`src/rtl/decode_general_register_pipe.sv`:
```
// Pipelined multi-port general-register decoder: reg field + w field + operand size to one-hot
// 8/16/32-bit selects, registered behind a valid/ready handshake with a 2-entry skid buffer.
module decode_general_register_pipe #(
  parameter int unsigned NUM_PORTS   = 2,
  parameter int unsigned COUNT_WIDTH = 8
) (
  input  logic                     clock,
  input  logic                     reset,
  input  logic                     in_valid,
  output logic                     in_ready,
  input  logic [1:0]               bit_width,
  input  logic [3*NUM_PORTS-1:0]   register,
  input  logic [NUM_PORTS-1:0]     w_in_instruction,
  input  logic [NUM_PORTS-1:0]     w,
  output logic                     out_valid,
  input  logic                     out_ready,
  output logic [8*NUM_PORTS-1:0]   sel_08bit,
  output logic [8*NUM_PORTS-1:0]   sel_16bit,
  output logic [8*NUM_PORTS-1:0]   sel_32bit,
  output logic [NUM_PORTS-1:0]     illegal,
  output logic [COUNT_WIDTH-1:0]   illegal_count
);

  // Occupancy encoding: bit 0 = OUT valid, bit 1 = SKID valid.
  localparam logic [1:0] StEmpty = 2'b00;
  localparam logic [1:0] StOne   = 2'b01;
  localparam logic [1:0] StFull  = 2'b11;

  logic [1:0] state_q, state_d;

  logic [8*NUM_PORTS-1:0] dec_sel08, dec_sel16, dec_sel32;
  logic [NUM_PORTS-1:0]   dec_illegal;
  logic                   bw_legal;

  logic [8*NUM_PORTS-1:0] out_sel08_q, out_sel16_q, out_sel32_q;
  logic [NUM_PORTS-1:0]   out_illegal_q;
  logic [8*NUM_PORTS-1:0] skid_sel08_q, skid_sel16_q, skid_sel32_q;
  logic [NUM_PORTS-1:0]   skid_illegal_q;
  logic [COUNT_WIDTH-1:0] illegal_count_q;

  logic accept, drain;
  logic load_out, load_skid, out_from_skid;

  assign bw_legal = (bit_width == 2'b01) || (bit_width == 2'b10);

  always_comb begin
    dec_sel08   = '0;
    dec_sel16   = '0;
    dec_sel32   = '0;
    dec_illegal = '0;
    for (int unsigned p = 0; p < NUM_PORTS; p++) begin
      if (!bw_legal) begin
        dec_illegal[p] = 1'b1;
      end else if (w_in_instruction[p] && !w[p]) begin
        dec_sel08[8*p +: 8] = 8'b1 << register[3*p +: 3];
      end else if (bit_width == 2'b01) begin
        dec_sel16[8*p +: 8] = 8'b1 << register[3*p +: 3];
      end else begin
        dec_sel32[8*p +: 8] = 8'b1 << register[3*p +: 3];
      end
    end
  end

  // in_ready looks only at registered occupancy and reset, never at out_ready.
  assign in_ready  = !state_q[1] && !reset;
  assign out_valid = state_q[0];
  assign accept    = in_valid && in_ready;
  assign drain     = out_valid && out_ready;

  always_comb begin
    state_d       = state_q;
    load_out      = 1'b0;
    load_skid     = 1'b0;
    out_from_skid = 1'b0;
    case (state_q)
      StEmpty: begin
        if (accept) begin
          state_d  = StOne;
          load_out = 1'b1;
        end
      end
      StOne: begin
        if (accept && drain) begin
          load_out = 1'b1;
        end else if (accept) begin
          state_d   = StFull;
          load_skid = 1'b1;
        end else if (drain) begin
          state_d = StEmpty;
        end
      end
      StFull: begin
        if (drain) begin
          state_d       = StOne;
          out_from_skid = 1'b1;
        end
      end
      default: state_d = StEmpty;
    endcase
  end

  always_ff @(posedge clock) begin
    if (reset) begin
      state_q         <= StEmpty;
      out_sel08_q     <= '0;
      out_sel16_q     <= '0;
      out_sel32_q     <= '0;
      out_illegal_q   <= '0;
      skid_sel08_q    <= '0;
      skid_sel16_q    <= '0;
      skid_sel32_q    <= '0;
      skid_illegal_q  <= '0;
      illegal_count_q <= '0;
    end else begin
      state_q <= state_d;
      if (load_out) begin
        out_sel08_q   <= dec_sel08;
        out_sel16_q   <= dec_sel16;
        out_sel32_q   <= dec_sel32;
        out_illegal_q <= dec_illegal;
      end else if (out_from_skid) begin
        out_sel08_q   <= skid_sel08_q;
        out_sel16_q   <= skid_sel16_q;
        out_sel32_q   <= skid_sel32_q;
        out_illegal_q <= skid_illegal_q;
      end
      if (load_skid) begin
        skid_sel08_q   <= dec_sel08;
        skid_sel16_q   <= dec_sel16;
        skid_sel32_q   <= dec_sel32;
        skid_illegal_q <= dec_illegal;
      end
      if (accept && !bw_legal && (illegal_count_q != {COUNT_WIDTH{1'b1}})) begin
        illegal_count_q <= illegal_count_q + COUNT_WIDTH'(1);
      end
    end
  end

  assign sel_08bit     = out_sel08_q;
  assign sel_16bit     = out_sel16_q;
  assign sel_32bit     = out_sel32_q;
  assign illegal       = out_illegal_q;
  assign illegal_count = illegal_count_q;

endmodule

```
`config.mk`:
```
export PLATFORM = sky130hd
export DESIGN_NAME = decode_general_register_pipe
export DESIGN_NICKNAME = d
export VERILOG_FILES = /design/src/rtl/decode_general_register_pipe.sv
export SDC_FILE = /design/constraint.sdc
export NUM_CORES = 1
export LEC_CHECK = 0
export ABC_CLOCK_PERIOD_IN_PS = 2700
export BUFFER_PORTS_ARGS = -buffer_cell sky130_fd_sc_hd__buf_2
export CAP_MARGIN = 20
export CORE_MARGIN = 2
export CORE_UTILIZATION = 61
export DETAILED_ROUTE_END_ITERATION = 8
export PLACE_DENSITY = 0.85
export REMOVE_ABC_BUFFERS = 1
export SLEW_MARGIN = 25
export SYNTH_ARGS = -nofsm -noshare
export SYNTH_HDL_FRONTEND = slang
export SYNTH_SLANG_ARGS = --single-unit
```
`constraint.sdc`:
```
create_clock -name clock -period 2.7 [get_ports clock]
set_input_delay 0.405 -clock clock [delete_from_list [all_inputs] [get_ports clock]]
set_output_delay 0.405 -clock clock [all_outputs]
set_load 0.005 [all_outputs]
```
After elaboration in Yosys (flattened, before gate mapping)
Cells that the tools add are included.
{ "word_totals": {"ff_bits": 109, "in_bits": 16} }
{ "op_classes": {"addsub": 1, "eq_ne": 9, "n_shift": 2, "mux": 38, "reduce_logical": 17} }
{ "ops": {"columns": ["op", "count"], "rows": [
  ["$mux 8", 16],
  ["$mux 16", 6],
  ["$shl 1x3->8 const A", 2],
  ["$mux 2", 7],
  ["$add 8x1->8 const B", 1],
  ["$logic_and 1x1->1", 8],
  ["$ne 8x8->1 const B", 1],
  ["$mux 1", 7],
  ["$ne 2x2->1 const B", 3],
  ["$pmux 2 s3", 1],
  ["$logic_not 1->1", 5],
  ["$eq 2x1->1 const B", 2],
  ["$eq 2x2->1 const B", 2],
  ["$reduce_and 4->1", 1],
  ["$ne 3x3->1 const B", 1],
  ["$logic_not 2->1", 1],
  ["$pmux 1 s2", 1],
  ["$reduce_bool 2->1", 1],
  ["$logic_or 1x1->1", 1]
]} }

Logic depth before layout (Yosys ltp)
{ "depth": {"word_depth": 7, "depth_mapped": 9, "ltp_nobuf": 6} }

Least setup slack after synthesis
Ideal clock, no wire load.
{ "synth_timing": {"path_type": "register to register", "start": "reg state_q[1]", "end": "reg out_sel08_q[5], in the netlist sel_08bit[5]", "setup_ns": 0.146, "arrival_time_ns": 1.712, "path_slack_ns": 0.841, "stages_incl_launch_ff": 9, "n_path_buf": 3, "synth_period_minus_slack_ns": 1.859, "cell_sequence": "dfxtp_1 buf_2 inv_1 ha_1 and3_1 o21ai_2 buf_2 buf_4 a211oi_2"} }
{ "synth_between": {"elab_chain_len": 7} }
{ "synth_rtl": {"columns": ["element", "line", "source"], "rows": [
  ["from (decl)", "29", "logic [1:0] state_q, state_d;"],
  ["from (signal assigned)", "104", "state_q <= StEmpty;"],
  ["from (signal assigned)", "115", "state_q <= state_d;"],
  ["$logic_not 1->1", "65", "assign in_ready = !state_q[1] && !reset;"],
  ["$logic_and 1x1->1", "65", null],
  ["$logic_and 1x1->1", "67", "assign accept = in_valid && in_ready;"],
  ["$logic_and 1x1->1", "83", "if (accept && drain) begin"],
  ["$mux 1", "83", null],
  ["$pmux 1 s2", "75", "case (state_q)"],
  ["$mux 16 / $reduce_bool 2->1 (equally long branches)", null, null],
  ["to (signal assigned)", "117", "out_sel08_q <= dec_sel08;"],
  ["to (signal assigned)", "122", "out_sel08_q <= skid_sel08_q;"],
  ["to (decl)", "35", "logic [8*NUM_PORTS-1:0] out_sel08_q, out_sel16_q, out_sel32_q;"]
]} }
Several ways; a longest one is shown, not always the timed one.
A chain may end at the register's enable or synchronous reset.

Final worst setup path
{ "layout_timing": {"start": "reg state_q[1]", "end": "reg out_sel16_q[5], in the netlist sel_16bit[5]"} }
{ "layout_between": {"elab_chain_len": 7} }
{ "layout_rtl": {"columns": ["element", "line", "source"], "rows": [
  ["$logic_not 1->1", "65", null],
  ["$logic_and 1x1->1", "65", null],
  ["$logic_and 1x1->1", "67", null],
  ["$logic_and 1x1->1", "83", null],
  ["$mux 1", "83", null],
  ["$pmux 1 s2", "75", null],
  ["$mux 16 / $reduce_bool 2->1 (equally long branches)", null, null],
  ["to (signal assigned)", "118", "out_sel16_q <= dec_sel16;"],
  ["to (signal assigned)", "123", "out_sel16_q <= skid_sel16_q;"],
  ["to (decl)", "35", null]
]} }
Several ways; a longest one is shown, not always the timed one.

==> impl_metrics.ini <==
[outcome]
outcome = finished clean

[route]
drcViolationCount = 0
vias = 4314
drt_iter0_drc = 304
ant_nets = 0
top_layer_used = met4
dr_wl_met2_mm = 5.81
firstDrtPassIters = 4
wl_met1_mm = 4.72
wl_per_cell_um = 15.4
viasPerCell = 5.86
wl_met3_um = 669
routed_wl_mm = 11.3

[power_and_ir_drop]
fin_total_pwr_mw = 3.70
p_leak_nw = 2.46
powerDensity_mw_per_mm2 = 653
ir_drop_mv = 0.456

[sta]
fin_crit_sh_pct = 84.0
finalHoldViolCount = 0
slew_headroom_pct = 35.1
rsz0062_at_grt = no
setup_viol = 0
maxSlewViolCount = 0
fmax_mhz = 441
clock_skew_ns = 0.0118
worst_slew_pin_slew_ns = 0.974
period_needed_ns = 2.27

[placement]
port_buffers = 75
post_dp_cell_area_mm2 = 0.00546
dp.cells = 720
gp_congestion = 0.846
dpl.hpwl_mm = 7.05

[die]
die_area_mm2 = 0.00917
core_area_mm2 = 0.00818
start_util_pct = 62.8
rows = 33
die_w_um = 95.7
die_h_um = 95.7
ios = 76

[yosys]
yosys_register_bits = 108
synth_most_common_cell = dfxtp_1
netlist_instances = 588
async_flop_share_pct = 0
syn_area_mm2 = 0.00513
synth_top_area_share_pct = 42.1
synth_cell_type_count = 40
yosys_warnings = 0
synth.yosys.seq_area_share_pct = 42.1
ys.flop_type = dfxtp_1
synth_common_cells = 108 x dfxtp_1, 97 x nand2_1, 72 x nor2_1
syn_area_per_cell_um2 = 8.73
synth_edf_count = 0
synth.top_cells.by_area = dfxtp_1 42%, mux2i_1 9.7%, nand2_1 7.1%, a21oi_1 5.4%, nor2_1 5.3%
synth_top_area_cell = dfxtp_1

[clock_tree]
cts_root_buf = clkbuf_8
htreeDepth = 3
worst_setup_hold_path_clk_slew_ns = 0.10
cts.repair.resized = 0
cts_sinks = 108
clock_path_buffers = 2
cts_tree = yes
cts_setup_buffers = 0
cts_buffers = 9
clock_latency_ns = 0.37
cts_hold_buf = 0

[setup_path]
cp.arrival_ns = 2.54
max_stage_delay_ns = 0.61
path_cells = inv_1 > ha_1 > and3_1 > o21ai_4 > buf_12 > nor2_1 > a211oi_1
crit_family = flip-flops
regToRegSetupSlack_ns = 0.43
cp_slowest_cell = dfxtp_1
cp_max_fo = 98
worstPathRequired_ns = 2.97
cp-start-kind = register
worst-path-buf-inv = 2
end_kind = register
crit_type = register to register

[cells_and_area]
diodes = 0
fin_area_mm2 = 0.00566
area_growth_pct = 10.3
fin_nets = 648
fin_util_pct = 69.3
layoutNonFillerInstCount = 736
num-fill-cells = 651
drive_gt1_share_pct = 22.5

[worst_hold_path]
min_path_type = primary input to register

[grt]
antenna_found_initial = 0
grt_remaining_overflow = 0
grt_use_total_pct = 25.7
grt_max_degree = 99
grt_pass1_wl_mm = 18.7
grt_pass1_vias = 4073

[job]
drv_cap = 0
## state kept, by name (all words and copies together), names as in the netlist, 2 cells and up
register	count
sel_32bit	16
skid_sel16_q	16
sel_08bit	16
skid_sel08_q	16
state_q	2
skid_sel32_q	16
illegal_count	8
sel_16bit	16
## final timing paths
path                 endpoint             from  cells past startpoint
min reg2reg   skid_sel32_q[6]  skid_sel32_q[6]                      2
max              sel_16bit[5]       state_q[1]                      7
min          illegal_count[0]            reset                      2
max reg2reg      sel_16bit[5]       state_q[1]                      7
## per-stage QoR
| step | TNS (ns) | worst slack (ns) | hold WS (ns) |
|---|---|---|---|
| floorplan | -47.58 | -1.04 | 0.430 |
| global placement | 0 | 0.538 | 0.441 |
| detailed placement | 0 | 0.442 | 0.447 |
| CTS | 0 | 0.443 | 0.407 |
| global route | 0 | 0.265 | 0.415 |
| finish | 0 | 0.433 | 0.411 |
## area by class of cell
class	instances	area [um2]	share of cell area (%)
Clock buffer	10	128	2.25
Clock inverter	6	70.1	1.24
Tap cell	105	131	2.32
Sequential cell	108	2160	38.2
Inverter	4	15.0	0.265
Multi-Input combinational cell	421	2690	47.5
Timing Repair Buffer	82	468	8.27
## worst reg2reg max path: cells and delay by family (launching register included)
family,cells,cell delay (ns)
buf+inv,2,0.51
compound gates,2,0.40
fa+ha+maj,1,0.26
simple gates,2,0.39
flops,1,0.61
## layer usage
metal  track usage (%)  up-vias
met5                 0        -
met4              8.10        0
met3              6.81       13
met2              43.7      128
met1              31.7     2057
li1                  -     2116
## cells by family after synthesis
group | Yosys count | synth area share (%)
flip-flops | 108 | 42.1
AO/OA/AOI/OAI | 123 | 17.3
adder cells (fa/ha/maj) | 6 | 1.46
XOR/XNOR | 1 | 0.171
buffers and inverters | 59 | 5.92
AND/OR/NAND/NOR | 241 | 23.3
multiplexers | 50 | 9.75
## layout by cell type (no fill, tap or decap), types with 16 or more instances in the layout
| master | instances |
|---|---|
| nor3_1 | 16 |
| dfxtp_1 | 108 |
| a211oi_2 | 20 |
| buf_2 | 74 |
| nor3_2 | 17 |
| a21oi_1 | 55 |
| nand2_1 | 97 |
| a211oi_1 | 32 |
| nor2_1 | 72 |
| mux2i_1 | 50 |
## power breakdown
part	switching, mW	internal, mW
registers	0.102	1.74
clock network	0.559	0.440
logic	0.500	0.352
total	1.16	2.54
No activity file was read; power rests on OpenSTA's default activity.
